--- src/rtl/xgmii_tx_arbiter_pkg.sv ---
// Shared XGMII column constants, FIFO word layout and scheduler state encoding
// for the l2switch transmit path.
package xgmii_tx_arbiter_pkg;

    localparam logic [63:0] XGMII_IDLE_D = 64'h0707070707070707;
    localparam logic [7:0]  XGMII_IDLE_C = 8'hff;
    localparam logic [63:0] XGMII_ERR_D  = 64'hFEFEFEFEFEFEFEFE;
    localparam logic [7:0]  XGMII_ERR_C  = 8'hff;
    localparam int          EOP_BIT      = 72;

    typedef enum logic [1:0] {
        ST_IDLE,
        ST_XMIT,
        ST_DRAIN,
        ST_IFG
    } state_t;

    // Forwarding FIFO head word: {eop, txc, txd}
    typedef struct packed {
        logic        eop;
        logic [7:0]  txc;
        logic [63:0] txd;
    } fifo_word_t;

endpackage

--- src/rtl/xgmii_tx_arbiter_rr_arbiter.sv ---
// Combinational round-robin pick: one-hot grant of the first request strictly
// after ptr, wrapping. The caller owns and updates ptr.
module rr_arbiter #(
    parameter int N  = 3,
    parameter int PW = (N > 1) ? $clog2(N) : 1
) (
    input  logic [N-1:0]  req,
    input  logic [PW-1:0] ptr,
    output logic [N-1:0]  gnt
);

    logic w_found;

    always_comb begin
        gnt     = '0;
        w_found = 1'b0;
        // k is the distance from ptr; the nearest requester wins
        for (int k = 1; k <= N; k++) begin
            for (int i = 0; i < N; i++) begin
                if (!w_found && req[i] && (i == ((int'(ptr) + k) % N))) begin
                    gnt[i]  = 1'b1;
                    w_found = 1'b1;
                end
            end
        end
    end

endmodule

--- src/rtl/xgmii_tx_arbiter.sv ---
// Packet-level round-robin scheduler sharing one XGMII TX port among NPORT
// FWFT forwarding FIFOs, with IFG insertion and underrun-to-error handling.
module xgmii_tx_arbiter
    import xgmii_tx_arbiter_pkg::*;
#(
    parameter int NPORT      = 3,
    parameter int IFG_CYCLES = 1,
    parameter int WORD_W     = 73
) (
    input  logic                    sys_clk,
    input  logic                    sys_rst_n,
    input  logic [NPORT-1:0]        port_en,
    input  logic [NPORT-1:0]        req_empty,
    input  logic [NPORT*WORD_W-1:0] req_data,
    output logic [NPORT-1:0]        req_rd_en,
    output logic [63:0]             xgmii_txd,
    output logic [7:0]              xgmii_txc,
    output logic [NPORT-1:0]        grant,
    output logic                    underrun,
    output logic                    busy
);

    localparam int PW = (NPORT > 1) ? $clog2(NPORT) : 1;
    localparam int CW = (IFG_CYCLES > 1) ? $clog2(IFG_CYCLES + 1) : 1;

    state_t           r_state, w_state_nxt;
    logic [PW-1:0]    r_ptr, w_ptr_nxt;
    logic [NPORT-1:0] r_grant, w_grant_nxt;
    logic [CW-1:0]    r_cnt, w_cnt_nxt;
    logic [63:0]      r_txd, w_txd_nxt;
    logic [7:0]       r_txc, w_txc_nxt;
    logic             r_underrun, w_underrun_nxt;

    logic [NPORT-1:0]  w_eligible, w_arb_gnt, w_rd_en;
    logic [PW-1:0]     w_win_idx;
    logic [WORD_W-1:0] w_sel;
    fifo_word_t        w_head;
    logic              w_gempty;

    assign w_eligible = port_en & ~req_empty;

    rr_arbiter #(.N(NPORT), .PW(PW)) u_rr (
        .req (w_eligible),
        .ptr (r_ptr),
        .gnt (w_arb_gnt)
    );

    always_comb begin
        w_win_idx = '0;
        for (int i = 0; i < NPORT; i++)
            if (w_arb_gnt[i]) w_win_idx = PW'(i);
    end

    // Grant is one-hot while a packet is owned, so the head mux is an OR-select
    always_comb begin
        w_sel = '0;
        for (int i = 0; i < NPORT; i++)
            if (r_grant[i]) w_sel = req_data[i*WORD_W +: WORD_W];
    end

    assign w_head   = fifo_word_t'(w_sel[EOP_BIT:0]);
    assign w_gempty = |(r_grant & req_empty);

    always_comb begin
        w_state_nxt    = r_state;
        w_ptr_nxt      = r_ptr;
        w_grant_nxt    = r_grant;
        w_cnt_nxt      = r_cnt;
        w_txd_nxt      = XGMII_IDLE_D;
        w_txc_nxt      = XGMII_IDLE_C;
        w_underrun_nxt = 1'b0;
        w_rd_en        = '0;
        case (r_state)
            ST_IDLE: begin
                if (|w_eligible) begin
                    w_grant_nxt = w_arb_gnt;
                    w_ptr_nxt   = w_win_idx;
                    w_state_nxt = ST_XMIT;
                end
            end
            ST_XMIT: begin
                if (!w_gempty) begin
                    w_rd_en   = r_grant;
                    w_txd_nxt = w_head.txd;
                    w_txc_nxt = w_head.txc;
                end else begin
                    w_txd_nxt      = XGMII_ERR_D;
                    w_txc_nxt      = XGMII_ERR_C;
                    w_underrun_nxt = 1'b1;
                    w_state_nxt    = ST_DRAIN;
                end
            end
            ST_DRAIN: begin
                // Remainder of a broken packet is discarded without reaching the line
                if (!w_gempty) w_rd_en = r_grant;
            end
            ST_IFG: begin
                w_cnt_nxt = r_cnt - CW'(1);
                if (r_cnt == CW'(1)) w_state_nxt = ST_IDLE;
            end
            default: w_state_nxt = ST_IDLE;
        endcase

        if ((r_state == ST_XMIT || r_state == ST_DRAIN) && !w_gempty && w_head.eop) begin
            w_grant_nxt = '0;
            if (IFG_CYCLES == 0) begin
                w_state_nxt = ST_IDLE;
            end else begin
                w_state_nxt = ST_IFG;
                w_cnt_nxt   = CW'(IFG_CYCLES);
            end
        end
    end

    always_ff @(posedge sys_clk or negedge sys_rst_n) begin
        if (!sys_rst_n) begin
            r_state    <= ST_IDLE;
            r_ptr      <= PW'(NPORT - 1);
            r_grant    <= '0;
            r_cnt      <= '0;
            r_txd      <= XGMII_IDLE_D;
            r_txc      <= XGMII_IDLE_C;
            r_underrun <= 1'b0;
        end else begin
            r_state    <= w_state_nxt;
            r_ptr      <= w_ptr_nxt;
            r_grant    <= w_grant_nxt;
            r_cnt      <= w_cnt_nxt;
            r_txd      <= w_txd_nxt;
            r_txc      <= w_txc_nxt;
            r_underrun <= w_underrun_nxt;
        end
    end

    assign req_rd_en = w_rd_en;
    assign xgmii_txd = r_txd;
    assign xgmii_txc = r_txc;
    assign grant     = r_grant;
    assign underrun  = r_underrun;
    assign busy      = (r_state != ST_IDLE);

endmodule
--- config.mk ---
export PLATFORM = sky130hd
export DESIGN_NAME = xgmii_tx_arbiter
export DESIGN_NICKNAME = d
export VERILOG_FILES = /design/src/rtl/xgmii_tx_arbiter_pkg.sv /design/src/rtl/xgmii_tx_arbiter_rr_arbiter.sv /design/src/rtl/xgmii_tx_arbiter.sv
export SDC_FILE = /design/constraint.sdc
export NUM_CORES = 1
export LEC_CHECK = 0
export ABC_CLOCK_PERIOD_IN_PS = 3900
export BUFFER_PORTS_ARGS = -buffer_cell sky130_fd_sc_hd__buf_2
export CORE_AREA = 2 2 120 122
export DETAILED_ROUTE_END_ITERATION = 8
export DIE_AREA = 0 0 122 124
export SLEW_MARGIN = 10
export SYNTH_ARGS = -nofsm -noshare
export SYNTH_HDL_FRONTEND = slang
export SYNTH_SLANG_ARGS = --single-unit
--- constraint.sdc ---
create_clock -name sys_clk -period 3.9 [get_ports sys_clk]
set_input_delay 0.195 -clock sys_clk [delete_from_list [all_inputs] [get_ports sys_clk]]
set_output_delay 0.195 -clock sys_clk [all_outputs]
set_load 0.02 [all_outputs]
* Yosys cells after proc, flatten, opt, wreduce, memory -nomap -nowiden
Index checks and enable logic that the tools add are counted.
** Storage, ports and cells
- Flip-flop bits (word level) :: 81
- Input port bits :: 227
- Output and inout bits :: 80
- Logic and storage cells :: 112
** Cells by class
- Add/sub/neg operators :: 4
- Div/mod/pow operators :: 3
- Equality and inequality tests :: 12
- Muxes and demuxes :: 39
- Bitwise operators :: 3
- Reductions and logical operators :: 44
** Operator list (count)
- 73-bit two-way mux :: 3
- 64-bit two-way mux :: 2
- 2-bit by 32-bit == test with 1-bit output, first input constant :: 3
- 3-bit by 32-bit == test with 1-bit output, first input constant :: 3
- 32-bit zero test :: 3
- 32-bit by 3-bit modulo with 32-bit output, second input constant :: 3
- 1-bit two-way mux :: 21
- 1-bit logical AND :: 19
- 8-bit two-way mux :: 2
- 3-bit two-way mux :: 5
- 2-bit two-way mux :: 5
- 1-bit zero test :: 9
- 2-bit nonzero test :: 4
- 2-bit by 2-bit adder with 3-bit output, second input constant :: 2
- 3-bit bitwise AND :: 2
- 3-bit != test, second input constant :: 2
- 2-bit one-hot mux with 3 select lines :: 1
- 3-bit OR reduction :: 2
- 2-bit == test, second input constant :: 2
- 2-bit AND reduction :: 2
- 4-bit AND reduction :: 1
- 4-bit nonzero test :: 1
- 2-bit by 1-bit adder with 3-bit output, second input constant :: 1
- 3-bit by 2-bit != test with 1-bit output, second input constant :: 1
- other kinds (6) :: 6

* Logic depth before layout (Yosys ltp)
- Depth in word-level cells :: 40
- Depth in mapped cells :: 7
- Mapped depth without buffers :: 6

* Modules after synthesis
A second synthesis with hierarchy kept.
** Second synthesis, totals
- Cell total of the unflattened synthesis :: 443
- Area, all modules :: 4256.6 um2
** By module, submodules not included
- xgmii_tx_arbiter :: instances 1, cells each 427, area each 4142.7 um2, sequential area each 2068.2 um2
- rr_arbiter :: instances 1, cells each 16, area each 113.9 um2, sequential area each 0.0 um2

* Worst setup path before layout
Ideal clock, no wire load.
- Kind :: reg-to-output
- Start :: reg r_grant[2], in the netlist grant[2]
- End :: out req_rd_en[2]
- Arrival time :: 1.601 ns
- Data required time :: 3.705 ns
- Setup slack :: 2.104 ns
- Cell stages (with the launch flop) :: 5
- Path buffers :: 3
- Path through :: dfrtp_1 clkbuf_1 clkbuf_1 clkbuf_1 and3_1
** Between the ends
- Cells in the longest elaborated chain, start to end :: 4
** Ends and longest elaborated chain
- start, declared :: line xgmii_tx_arbiter.sv:28 : logic [NPORT-1:0] r_grant, w_grant_nxt;
- start signal, assigned :: line xgmii_tx_arbiter.sv:127 : r_grant <= w_grant_nxt;
- 3-bit bitwise AND :: line xgmii_tx_arbiter.sv:62 : assign w_gempty = |(r_grant & req_empty);
- 3-bit OR reduction :: line xgmii_tx_arbiter.sv:62
- 3-bit two-way mux * :: line xgmii_tx_arbiter.sv:82, xgmii_tx_arbiter.sv:95
- 3-bit two-way mux *
- end, declared :: line xgmii_tx_arbiter.sv:15 : output logic [NPORT-1:0] req_rd_en,
Mark *: on every way between the ends. The rest lies on a longest branch, timed or not.

* Final worst setup path
- Start :: reg r_grant[2], in the netlist grant[2]
- End :: reg r_state[0]
** Between the ends
- Cells in the longest elaborated chain, start to end :: 7
- Elaborated cells on any way between the ends :: 12
- Those cells by class :: eq/ne (3); mux (2); bitwise (1); reduce/logical (6)
** Ends and longest elaborated chain
- 3-bit bitwise AND :: line xgmii_tx_arbiter.sv:62
- 3-bit OR reduction :: line xgmii_tx_arbiter.sv:62
- 1-bit zero test :: line xgmii_tx_arbiter.sv:104 : if ((r_state == ST_XMIT || r_state == ST_DRAIN) && !w_gempty && w_head.eop) begin
- 1-bit logical AND (2 in a row) :: line xgmii_tx_arbiter.sv:104
- 3-bit != test (no source line), or another cell as far along
- 4-bit AND reduction (no source line)
- end signal, assigned :: line xgmii_tx_arbiter.sv:125 : r_state <= w_state_nxt;
- end, declared :: line xgmii_tx_arbiter.sv:26 : state_t r_state, w_state_nxt;
Parallel ways exist; a longest one is shown, timed or not.
A chain may end at the register's enable or synchronous reset.

==> reports/metrics.yaml <==
p_int_mw: 2.65
relSlewSlack_pct: 40.4
synthFlopType: "dfrtp_1"
synth.most_common_cell: "nand2_1"
grt_setup_unrepaired: "no"
regToRegSetupSlack_ps: 1360
power_density_mw_per_mm2: 768
start_util_pct: 31.2
cp-end-kind: "flop"
maxCapViolations: 0
synth_warnings: 0
synthArstFlopShare_pct: 100
htreeDepth: 3
cp_top_family: "flip-flops"
antenna_left: 0
cp_data_required_time_ps: 4120
top_level_ports: 307
overflow: 0
synth_area_leaders: "dfrtp_1, dfstp_2, a22oi_1, o21a_1, nand2_1"
fmax_mhz: 393
layout-drive-gt1-share_pct: 50.1
tns_ps: 0
power_frac_comb_pct: 50.4
synth_area_mm2: 0.00428
gp_congestion: 0.842
diodes: 0
firstDrtPassIters: 5
switchingPower_mw: 2.11
nFillCells: 1342
area_growth_pct: 44.8
yosys.area.top_type: "dfrtp_1"
grt_max_degree: 98
drc: 0
cp_max_fo: 97
grt_pass1_vias: 4517
cts_made_buffers: 9
io_buffers: 306
critical_path_class: "flop to flop"
num_vias: 4617
synth-seq-area-share_pct: 48.3
syn_area_per_cell_um2: 9.54
grt_pass1_wl_um: 22800
worst_path_largest_cell_delay_ps: 940
swShare_pct: 44.3
fin_crit_ps: 2540
wl_um: 15300
fp.dieH_um: 124
status: "complete, no violations"
antenna_found_initial: 0
std_cell_rows: 43
critPathSlowestCell: "dfrtp_4"
clk_latency_ps: 340
slew_violations: 0
hold_viol: 0
path_cells: "a222oi_1 -> buf_4 -> and2_1 -> nand3b_1 -> a221o_1"
die_w_um: 122
drt_iter0_drc: 194
cts_tree: "built"
synthCells: 449
die_area_mm2: 0.0151
fin_crit_sh_pct: 65.2
finalSetupViolCount: 0
syn_nets: 681
p_seq_share_pct: 32.2
clock_power_share_pct: 17.4
vias_per_cell: 5.07
cts.sinks: 81
worst_pin_slew_ps: 890
cts_root_buf: "clkbuf_16"
crit_arrival_ps: 2770
ys_types: 39
synth_top_area_share_pct: 28.0
ys_ff_latch: 81
fin_skew_ps: 3.93
hpwl_um: 11300
cts_max_path_buffers: 2
ys_top_cells_by_count: "nand2_1, a22oi_1, dfrtp_1, clkbuf_1"
grt.total_usage_pct: 19.6
ctsResizeCount: 0
nNetsFinal: 958
p_leak_nw: 2.99
path_buf_inv: 1
ir_drop_mv: 0.357
total_power_mw: 4.76
hp-class: "input port to flop"
start_kind: "flop"
wl_per_cell_um: 16.7
synth-edff-count: 0
coreArea_mm2: 0.0137
path_clk_slew_ps: 60
## power groups by stage
stage	clock network [mW]	logic, mW	registers [mW]
global placement	0	2.38	1.54
global route	0.895	2.66	1.58
floorplan	0	1.43	1.77
finish	0.831	2.40	1.53
detailed placement	0	2.43	1.55
CTS	0.857	2.43	1.54
## final cells by class
| type | instances | area (um^2) | area share [%] |
|---|---|---|---|
| clock buffer | 12 | 268 | 4.32 |
| clock inverter | 4 | 22.5 | 0.363 |
| inverter | 6 | 22.5 | 0.363 |
| multi-input combinational | 315 | 2000 | 32.3 |
| sequential | 81 | 2070 | 33.4 |
| tap | 180 | 225 | 3.63 |
| timing repair buffer | 313 | 1590 | 25.6 |
## kinds of logic after synthesis
kind of cell	Yosys count	synth area share, %
AOI/OAI and AO/OA	201	33.2
adders and majority gates	5	1.46
buffers and inverters	53	5.23
DFF	81	48.3
and+or+nand+nor	109	11.8
## final timing paths
kind,startpoint,to,depth (start not counted)
max,grant[2]$_DFFE_PN0P_,r_state[0]$_DFFE_PN0P_,5
min,req_data[148],xgmii_txd[2]$_DFF_PN1_,3
max reg2reg,grant[2]$_DFFE_PN0P_,r_state[0]$_DFFE_PN0P_,5
min reg2reg,r_ptr[1]$_DFFE_PN1P_,r_ptr[1]$_DFFE_PN1P_,2
max in group asynchronous,sys_rst_n,xgmii_txd[41]$_DFF_PN1_,3
min in group asynchronous,sys_rst_n,r_state[1]$_DFFE_PN0P_,2
## placed cells by master (no fill, tap or decap), types with 2 or more instances in the layout
cell / netlist / final
nor2_1: 9 / 9
and3_1: 3 / 3
nand2_1: 67 / 66
nand3b_1: 3 / 3
o211ai_1: 25 / 25
nor3_1: 2 / 2
inv_4: 0 / 2
inv_1: 6 / 6
o21ai_0: 39 / 39
a221oi_1: 9 / 9
and2_1: 3 / 3
o31ai_1: 8 / 8
dfstp_2: 33 / 33
o21a_1: 39 / 39
nor2b_1: 14 / 13
nand2b_1: 3 / 3
buf_4: 0 / 7
ha_1: 5 / 4
clkinv_2: 0 / 2
a22oi_1: 64 / 64
clkbuf_16: 0 / 10
dfrtp_1: 48 / 46
buf_2: 2 / 305
a21oi_1: 6 / 6
## metal layers
layer | wire, um | part of all wire (%) | GRT usage (%)
met3 | 1010 | 6.6 | 3.85
met4 | 332 | 2.2 | 7.97
met2 | 7740 | 51 | 33.7
met1 | 6170 | 40 | 24.1
met5 | 0 | 0 | 0
## repair_timing
| item | CTS | global route |
|---|---|---|
| endpoints found under the hold margin | 18 | 0 |
| buffers inserted | 0 | 0 |
| hold buffers | 1 | 0 |
## metrics by stage
step | setup slack [ps] | utilization (%) | cell area (um^2) | hold slack [ps] | instances
6_report | 1360 | 45.2 | 6200 | 91.4 | 911
5_1_grt | 1130 | 45.2 | 6200 | 95.6 | 911
4_1_cts | 1330 | 45.2 | 6200 | 78.2 | 911
3_5_place_dp | 1340 | 43.0 | 5900 | 275 | 894
3_3_place_gp | 1360 | 43.0 | 5900 | 264 | 894
2_1_floorplan | 2100 | - | 4280 | -101 | 449
## sequential cells by signal, indices dropped and copies added, names as in the netlist
signal / cells
underrun: 1
grant: 3
r_state: 2
xgmii_txc: 8
xgmii_txd: 64
r_ptr: 2
r_cnt: 1
## worst min-delay path: stages
cell and delay [ps]:
buf_2 70, nand2_1 40, o211ai_1 80
Power figures use the tool's default switching activity.
